**config.mk**
```make
export PLATFORM = sky130hd
export DESIGN_NAME = dram_fifo_ctrl
export DESIGN_NICKNAME = d
export VERILOG_FILES = /design/src/rtl/dram_fifo_ctrl.sv
export SDC_FILE = /design/constraint.sdc
export NUM_CORES = 1
export LEC_CHECK = 0
export BUFFER_PORTS_ARGS = -buffer_cell sky130_fd_sc_hd__buf_2
export CORE_UTILIZATION = 32
export CTS_BUF_LIST = sky130_fd_sc_hd__clkbuf_8 sky130_fd_sc_hd__clkbuf_16
export CTS_CLUSTER_DIAMETER = 40
export DETAILED_ROUTE_END_ITERATION = 6
export HOLD_SLACK_MARGIN = 0.02
export PLACE_DENSITY = 0.81
export SYNTH_ARGS = -nofsm -noshare
export SYNTH_HDL_FRONTEND = slang
export SYNTH_SLANG_ARGS = --single-unit
export TNS_END_PERCENT = 1
```
**constraint.sdc**
```tcl
create_clock -name clk_i -period 2.4 [get_ports clk_i]
set_input_delay 0.24 -clock clk_i [delete_from_list [all_inputs] [get_ports clk_i]]
set_output_delay 0.24 -clock clk_i [all_outputs]
set_load 0.005 [all_outputs]
```
**src/rtl/dram_fifo_ctrl.sv**
```systemverilog
// dram_fifo_ctrl
//   Single-clock FIFO controller placed in front of a dual-port RAM with a
//   1-cycle registered read port. It converts push/pop requests into RAM write
//   commands (port A) and read commands (port B). It returns popped words with
//   a valid strobe aligned to the RAM read. It also provides occupancy,
//   full/empty and almost flags, and sticky overflow/underflow errors.
//
//   Ports
//     clk_i, rst_i              clock, synchronous active-high reset
//     push_i, push_data_i       write request and data
//     pop_i                     read request
//     pop_data_o, pop_valid_o   read data and its valid strobe
//     full_o, afull_o           full and almost-full flags
//     empty_o, aempty_o         empty and almost-empty flags
//     count_o                   occupancy, 0..DEPTH
//     ovf_o, udf_o, clr_err_i   sticky errors and their clear
//     ram_wr_*                  RAM port A write command
//     ram_rd_*, ram_rd_data_i   RAM port B read command and returned data
module dram_fifo_ctrl #(
  parameter int DLY       = 1,
  parameter int WIDTH     = 16,
  parameter int DEPTH     = 8,
  parameter int AW        = $clog2(DEPTH),
  parameter int AFULL_TH  = DEPTH - 2,
  parameter int AEMPTY_TH = 2
) (
  input  logic             clk_i,
  input  logic             rst_i,
  input  logic             push_i,
  input  logic [WIDTH-1:0] push_data_i,
  output logic             full_o,
  output logic             afull_o,
  input  logic             pop_i,
  output logic [WIDTH-1:0] pop_data_o,
  output logic             pop_valid_o,
  output logic             empty_o,
  output logic             aempty_o,
  output logic [AW:0]      count_o,
  output logic             ovf_o,
  output logic             udf_o,
  input  logic             clr_err_i,
  output logic             ram_wr_en_o,
  output logic [AW-1:0]    ram_wr_addr_o,
  output logic [WIDTH-1:0] ram_wr_data_o,
  output logic             ram_rd_en_o,
  output logic [AW-1:0]    ram_rd_addr_o,
  input  logic [WIDTH-1:0] ram_rd_data_i
);

  localparam logic [AW:0] FULL_CNT = (AW+1)'(DEPTH);
  localparam logic [AW:0] AF_CNT   = (AW+1)'(AFULL_TH);
  localparam logic [AW:0] AE_CNT   = (AW+1)'(AEMPTY_TH);

  // Registers are modelled with zero delay. DLY is kept only so that
  // instantiations which set it still elaborate.
  logic dly_unused;
  assign dly_unused = (DLY != 0);

  logic [AW-1:0] wr_ptr_q, wr_ptr_d;
  logic [AW-1:0] rd_ptr_q, rd_ptr_d;
  logic [AW:0]   count_q, count_d;
  logic          pop_valid_q, pop_valid_d;
  logic          ovf_q, ovf_d;
  logic          udf_q, udf_d;
  logic          wr_acc, rd_acc;

  // The flags decode the registered count only, so they never depend on the
  // same-cycle requests.
  assign full_o   = (count_q == FULL_CNT);
  assign empty_o  = (count_q == '0);
  assign afull_o  = (count_q >= AF_CNT);
  assign aempty_o = (count_q <= AE_CNT);
  assign count_o  = count_q;

  // Reset masks both accepts, so no RAM command escapes during reset.
  assign wr_acc = push_i & ~full_o & ~rst_i;
  assign rd_acc = pop_i & ~empty_o & ~rst_i;

  assign ram_wr_en_o   = wr_acc;
  assign ram_rd_en_o   = rd_acc;
  assign ram_wr_addr_o = rst_i ? '0 : wr_ptr_q;
  assign ram_rd_addr_o = rst_i ? '0 : rd_ptr_q;
  assign ram_wr_data_o = rst_i ? '0 : push_data_i;

  // The RAM registers its read word on the same edge that registers
  // pop_valid, so the data passes straight through.
  assign pop_data_o  = ram_rd_data_i;
  assign pop_valid_o = pop_valid_q;
  assign ovf_o       = ovf_q;
  assign udf_o       = udf_q;

  always_comb begin
    // DEPTH is a power of two, so the AW-bit pointers wrap by natural overflow.
    wr_ptr_d    = wr_ptr_q + AW'(wr_acc);
    rd_ptr_d    = rd_ptr_q + AW'(rd_acc);
    count_d     = count_q;
    case ({wr_acc, rd_acc})
      2'b10:   count_d = count_q + 1'b1;
      2'b01:   count_d = count_q - 1'b1;
      default: count_d = count_q;
    endcase
    pop_valid_d = rd_acc;
    // A new error in the same cycle as the clear takes priority.
    ovf_d       = (ovf_q & ~clr_err_i) | (push_i & full_o);
    udf_d       = (udf_q & ~clr_err_i) | (pop_i & empty_o);
  end

  always_ff @(posedge clk_i) begin
    if (rst_i) begin
      wr_ptr_q    <= '0;
      rd_ptr_q    <= '0;
      count_q     <= '0;
      pop_valid_q <= 1'b0;
      ovf_q       <= 1'b0;
      udf_q       <= 1'b0;
    end else begin
      wr_ptr_q    <= wr_ptr_d;
      rd_ptr_q    <= rd_ptr_d;
      count_q     <= count_d;
      pop_valid_q <= pop_valid_d;
      ovf_q       <= ovf_d;
      udf_q       <= udf_d;
    end
  end

endmodule

```
==> out/qor.yml, run 1 <==
yosys:
  synth_cells: 105
  ys_seq_elements: 13
  ys_seq_area_share_pct: 28.61
  yosysWarnings: 0
  yosysUniqueCellTypes: 23
  synth_area_um2: 909.6
  synth_nets: 149
  avgSynthCellArea_um2: 8.663
global_route:
  grt_pass1_wl_um: 3015
  track_usage_pct: 12.57
  grt_max_degree: 29
  overflow: 0
  grt_pass1_vias: 731
  antenna_found_initial: 0
cts:
  cts.htree.levels: 1
  clockBufferDepth: 2
  clkTransAtPathRegs_ns: 0.05
  clock_latency_ns: 0.25
  cts_root_buf: "clkbuf_8"
  cts_buffers: 3
  cts_tree: "built"
  cts_hold_buf: 0
  clock_sinks: 13
floorplan:
  start_util_pct: 35.12
  die_h_um: 55.32
  rows: 18
  design.core.area_um2: 2590
  die_w_um: 55.32
  dieArea_um2: 3060
  pin_count: 88
detailed_routing:
  num_vias: 824
  drcViolationCount: 0
  drt_iter0_drc: 27
  via_per_inst: 4.603
  ant_nets: 0
  totalWireLength_um: 1953
  routedWlPerCell_um: 10.91
  firstDrtPassIters: 2
worst_setup_path:
  cpMaxStageDelayCell: "or3b_1"
  crit_cells: 9
  slowest_delay_ns: 0.42
  end_kind: "register"
  path_cells: "nor4b_4 > or3b_1 > ha_2 > xor2_1 > ha_1 > a21oi_1 > xor2_1 > or3_1 > a21oi_1"
  critPathRequiredTime_ns: 2.58
  cp_max_fo: 7
  worstSetupPathType: "register to register"
  worstPathArrival_ns: 2.43
  cpLargestDelayFamily: "simple AND/OR/NAND/NOR gates"
  critPathLaunchType: "register"
  critPathBufInv: 0
  rr_worst_depth: 9
power_and_ir_drop:
  power.switching_w: 0.0001740
  power_leakage_nw: 0.6342
  p_int_w: 0.0004401
  peakVddDrop_v: 0.0002683
  powerDensity_nw_per_um2: 517.7
  p_sw_share_pct: 28.34
  comb_power_share_pct: 28.7
  seqPwrFrac_pct: 39.8
  clkPwrFrac_pct: 31.5
sta:
  max_freq_mhz: 444.5
  post-route-period-util_pct: 93.74
  slew_headroom_pct: 80.42
  worst_slew_pin_slew_ns: 0.2913
  rsz0062_at_grt: "no"
  finalSetupViolCount: 0
  fin_tns_setup_ns: 0
  skew_ns: 0.0005353
  fin_crit_ns: 2.250
  setup_ws_ns: 0.1503
  finalHoldViolations: 0
  final_max_slew_viol_count: 0
final_layout:
  drive_gt1_share_pct: 46.98
  layout.nets: 194
  nFillCells: 272
  area_growth_syn_to_layout_pct: 30.40
  diodes: 0
  layout_commonest_cell: "buf_2"
  final_cell_mix: "55 x buf_2, 29 x nor2b_1, 13 x dfxtp_1"
flow_run:
  cap_violations: 0
place:
  io_buffers: 55
  place_hpwl_um: 1553
  place_ws_ns: 0.07704
  gp_congestion: 0.6797
status:
  status: "finished clean"
worst_hold_path:
  holdPathStages: 3
  hp-class: "input port to register"
==> sequential cells by signal, summed over array words and instances, names as in the netlist <==
name	count
ovf_o	1
pop_valid_o	1
udf_o	1
count_o	4
wr_ptr_q	3
rd_ptr_q	3
==> area by class of cell <==
cell class	count	area, um^2	area share (%)
multi-input cells	70	519.2	43.78
repair buffers	61	320.3	27.00
flip-flops and latches	13	260.3	21.94
clock buffers	3	41.29	3.481
well taps	30	37.54	3.165
clock inverters	1	3.754	0.3165
inverters	1	3.754	0.3165
==> worst register-to-register path, stage by stage (launching register included) <==
cell and delay (ns):
dfxtp_1 0.36, nor4b_4 0.16, or3b_1 0.42, ha_2 0.25, xor2_1 0.15, ha_1 0.17
a21oi_1 0.14, xor2_1 0.09, or3_1 0.31, a21oi_1 0.14
==> kinds of logic (layout without fill, tap and decap cells) <==
| family | after synthesis | in the layout | share of synthesized area [%] |
|---|---|---|---|
| AO/OA/AOI/OAI | 9 | 9 | 5.916 |
| XOR/XNOR | 5 | 5 | 4.815 |
| adder cells (fa/ha/maj) | 7 | 7 | 9.628 |
| buffers and inverters | 22 | 66 | 16.09 |
| flip-flops | 13 | 13 | 28.61 |
| multiplexers | 2 | 2 | 2.751 |
| AND/OR/NAND/NOR | 47 | 47 | 32.19 |
==> through the flow <==
stage / instance area [um^2] / total power (W) / hold WS [ns] / util [%] / instances
after floorplan: 909.6 / 0.0003601 / 0.3791 / - / 105
after global placement: 1125 / 0.0004178 / 0.4800 / 43.43 / 175
after detailed placement: 1125 / 0.0004217 / 0.4800 / 43.43 / 175
after CTS: 1170 / 0.0006157 / 0.2396 / 45.17 / 179
after global routing: 1186 / 0.0006497 / 0.2605 / 45.80 / 179
final: 1186 / 0.0006141 / 0.2331 / 45.80 / 179
==> path summary, 6_finish.rpt <==
check / slack, ns / from / to
max: 0.15 / count_o[3]$_SDFFE_PP0P_ / count_o[2]$_SDFFE_PP0P_
max reg2reg: 0.15 / count_o[3]$_SDFFE_PP0P_ / count_o[2]$_SDFFE_PP0P_
min: 0.23 / push_i / ovf_o$_SDFF_PP0_
min reg2reg: 0.50 / wr_ptr_q[2]$_SDFF_PP0_ / wr_ptr_q[2]$_SDFF_PP0_
==> power groups by stage <==
stage	combinational, W	sequential, W	clock, W
after floorplan	0.000111	0.000250	0
after global placement	0.000172	0.000246	0
after detailed placement	0.000174	0.000247	0
after CTS	0.000176	0.000243	0.000197
after global routing	0.000196	0.000247	0.000207
final	0.000176	0.000244	0.000193
==> layer usage <==
metal  vias to the layer above  global-route usage (%)  wire length, um  part of all wire [%]
met1                       366                   10.68              723                    37
met2                        41                   24.10              997                    51
met3                         5                   5.386              196                    10
met4                         0                   6.786               36                   1.8
li1                        412                       -                -                     -
met5                         -                       0                0                     0
==> synthesized netlist by cell type, drive strengths merged <==
library cell | instances | share of area (%)
a211oi | 1 | 0.83
a21oi | 4 | 2.2
a32o | 1 | 1.1
buf | 17 | 14
clkbuf | 4 | 1.7
dfxtp | 13 | 29
ha | 7 | 9.6
inv | 1 | 0.41
mux2 | 1 | 1.7
mux2i | 1 | 1.1
nand2 | 1 | 0.41
nand2b | 2 | 1.4
nor2 | 8 | 3.3
nor2b | 29 | 20
nor3b | 3 | 2.5
nor4 | 1 | 1.4
nor4b | 1 | 1.7
o21ai | 2 | 1.1
o22ai | 1 | 0.69
or3 | 1 | 0.69
or3b | 1 | 0.96
xnor2 | 2 | 1.9
xor2 | 3 | 2.9
==> repair_timing <==
action,4_1_cts,5_1_grt
endpoints found under the hold margin,0,0
resized for setup,0,3
buffers inserted,0,0
endpoints found under the setup margin,0,1
Note: power is estimated with default switching activity, not from simulation.
==> run 2, diff against run 1 <==
- CORE_UTILIZATION: 32 -> 39
- PLACE_DENSITY: 0.81 -> 0.92
- REMOVE_ABC_BUFFERS: not set -> 1
- SLEW_MARGIN: not set -> 15
- clock period: 2.4 -> 2.6 ns (I/O delays scaled with it)
==> run 2 against run 1 <==
  * Clock power is 6% lower
  * Non-clock buffer count is 3 lower
  * Setup slack better by 0.019 ns
  * Critical path depth stayed put
  * Final cell count is 2.8% lower
  * Routed wire length is 10% higher
  * Sequential power is 5% lower
  * Power is 8.8% lower
  * Die area is 17% lower
  * Sequential share of layout area is 1.0 points higher
  * Sequential cell count stayed put
  * Via count is 2.4% higher
  * Critical path type unchanged
==> out/qor.yml, run 2 (synthesis results as in run 1) <==
detailed_routing:
  num_vias: 844  # was 824
  firstDrtPassIters: 2  # unchanged
  drcViolationCount: 0  # unchanged
  via_per_inst: 4.851  # was 4.603
  totalWireLength_um: 2150  # was 1953 um
  drt_iter0_drc: 5  # was 27
  ant_nets: 0  # unchanged
  routedWlPerCell_um: 12.36  # was 10.91 um
place:
  gp_congestion: 0.7004  # was 0.6797
  place_hpwl_um: 1686  # was 1553 um
  io_buffers: 55  # unchanged
  placed_cell_area_um2: 1100  # was 1125 um^2
worst_setup_path:
  rrSetupSlack_ns: 0.17  # was 0.15 ns
  path_cells: "nor4b_2 > or3b_1 > ha_1 > xor2_1 > ha_1 > a21oi_1 > xor2_1 > or3_1 > a21oi_1"  # was nor4b_4 > or3b_1 > ha_2 > xor2_1 > ha_1 > a21oi_1 > xor2_1 > or3_1 > a21oi_1
  cpMaxStageDelayCell: "or3b_1"  # unchanged
  end_kind: "register"  # unchanged
  worstSetupPathType: "register to register"  # unchanged
  rr_worst_depth: 9  # unchanged
  reg2reg_from: "count_o[3]$_SDFFE_PP0P_"  # unchanged
  worstPathArrival_ns: 2.61  # was 2.43 ns
  r2r_end: "count_o[2]$_SDFFE_PP0P_"  # unchanged
  critPathLaunchType: "register"  # unchanged
  critPathRequiredTime_ns: 2.78  # was 2.58 ns
  slowest_delay_ns: 0.43  # was 0.42 ns
  cp_max_fo: 7  # unchanged
global_route:
  grt_max_degree: 29  # unchanged
  overflow: 0  # unchanged
  antenna_found_initial: 0  # unchanged
  grt_pass1_wl_um: 3084  # was 3015 um
  track_usage_pct: 16.67  # was 12.57%
  grt_pass1_vias: 742  # was 731
cts:
  clkTransAtPathRegs_ns: 0.06  # was 0.05 ns
  cts_buffers: 3  # unchanged
  clock_latency_ns: 0.25  # about the same
  clock_sinks: 13  # unchanged
  cts_hold_buf: 0  # unchanged
  post-cts-setup-buffers: 0  # unchanged
  clockBufferDepth: 2  # unchanged
  cts_root_buf: "clkbuf_8"  # unchanged
  cts_tree: "built"  # unchanged
  cts.htree.levels: 1  # unchanged
power_and_ir_drop:
  power_leakage_nw: 0.6197  # was 0.6342 nW
  powerDensity_nw_per_um2: 487.7  # was 517.7 nW/um^2
  peakVddDrop_v: 0.0002945  # was 0.0002683 V
final_layout:
  area_growth_syn_to_layout_pct: 26.27  # was 30.40%
  finalInstanceArea_um2: 1149  # was 1186 um^2
  largest_reg_flops: 4  # unchanged
  layout.nets: 191  # was 194
  diodes: 0  # unchanged
  fin_util_pct: 51.92  # was 45.80%
  regArea_um2: 264.0  # was 260.3 um^2
  multi_input_area_um2: 503.0  # was 519.2 um^2
  layout_commonest_cell: "buf_2"  # unchanged
  final_cell_mix: "55 x buf_2, 29 x nor2b_1, 10 x dfxtp_1"  # was 55 x buf_2, 29 x nor2b_1, 13 x dfxtp_1
  drive_gt1_share_pct: 46.58  # was 46.98%
  nFillCells: 202  # was 272
sta:
  slew_headroom_pct: 79.70  # was 80.42%
  final_max_slew_viol_count: 0  # unchanged
  fin_crit_ns: 2.431  # was 2.250 ns
  skew_ns: 0.005043  # was 0.0005353 ns
  worst_slew_pin_slew_ns: 0.3020  # was 0.2913 ns
  post-route-period-util_pct: 93.49  # was 93.74%
  finalHoldViolations: 0  # unchanged
  fin_tns_setup_ns: 0  # unchanged
  finalSetupViolCount: 0  # unchanged
  rsz0062_at_grt: "no"  # unchanged
  max_freq_mhz: 411.4  # was 444.5 MHz
flow_run:
  cap_violations: 0  # unchanged
floorplan:
  pin_count: 88  # unchanged
  rows: 17  # was 18
  die_w_um: 50.30  # was 55.32 um
  design.core.area_um2: 2212  # was 2590 um^2
  die_h_um: 50.30  # was 55.32 um
  dieArea_um2: 2530  # was 3060 um^2
  start_util_pct: 41.12  # was 35.12%
worst_hold_path:
  holdPathStages: 3  # unchanged
  hp-class: "input port to register"  # unchanged
  min_to: "ovf_o$_SDFF_PP0_"  # unchanged
  hp-start: "push_i"  # unchanged
status:
  status: "finished clean"  # unchanged
[run 2: worst max-delay path, delay by kind of cell, from the launching register on]
kind,cells,cell delay (ns)
adders and majority gates,2,0.49
DFF,1,0.37
and+or+nand+nor,3,0.94
xor gates and xnor gates,2,0.27
AOI/OAI and AO/OA,2,0.28
[run 2: per-stage QoR]
step / worst slack, ns / hold WS (ns) / total power (W) / cells
floorplan: 0.2658 / 0.3291 / 0.0003029 / 84
global placement: 0.2763 / 0.4836 / 0.0003744 / 170
detailed placement: 0.1174 / 0.5079 / 0.0003815 / 170
CTS: 0.08491 / 0.2478 / 0.0005627 / 174
global route: 0.04454 / 0.2948 / 0.0005893 / 174
finish: 0.1694 / 0.2457 / 0.0005602 / 174
[run 2: final cells by class]
class / count / share of cell area [%]
Clock buffer: 3 / 3.595
Tap cell: 28 / 3.050
Inverter: 1 / 0.3268
Sequential cell: 13 / 22.98
Timing Repair Buffer: 58 / 25.93
Clock inverter: 1 / 0.3268
Multi-Input combinational cell: 70 / 43.79
[run 2: worst max path at each step]
stage                       startpoint                       to  slack (ns)  cells after the start
2_1_floorplan  count_o[1]$_SDFFE_PP0P_  count_o[2]$_SDFFE_PP0P_        0.27                      9
3_3_place_gp   count_o[1]$_SDFFE_PP0P_  count_o[2]$_SDFFE_PP0P_        0.28                      9
3_5_place_dp   count_o[1]$_SDFFE_PP0P_  count_o[2]$_SDFFE_PP0P_        0.12                      9
4_1_cts        count_o[1]$_SDFFE_PP0P_  count_o[2]$_SDFFE_PP0P_        0.08                      9
5_1_grt        count_o[3]$_SDFFE_PP0P_  count_o[2]$_SDFFE_PP0P_        0.04                      9
6_report       count_o[3]$_SDFFE_PP0P_  count_o[2]$_SDFFE_PP0P_        0.17                      9
[run 2: layer usage]
| layer | part of all wire (%) | GRT usage [%] | wire (um) | up-vias |
|---|---|---|---|---|
| met4 | 2.0 | 9.722 | 42 | 0 |
| met1 | 38 | 15.75 | 822 | 365 |
| met2 | 43 | 26.22 | 924 | 68 |
| met5 | 0 | 7.143 | 0 | - |
| li1 | - | - | - | 406 |
| met3 | 17 | 10.91 | 361 | 5 |
[run 2: what timing repair did]
| action | CTS | global route |
|---|---|---|
| gates resized for setup | 0 | 3 |
| endpoints found under the setup margin | 0 | 1 |
| hold endpoints to repair | 0 | 0 |
[run 2: power by group]
part / total [W] / internal, W / switching [W]
combinational: 0.000145 / 0.0000809 / 0.0000644
clock: 0.000182 / 0.000105 / 0.0000776
sequential: 0.000233 / 0.000215 / 0.0000180
total: 0.000560 / 0.000400 / 0.000160
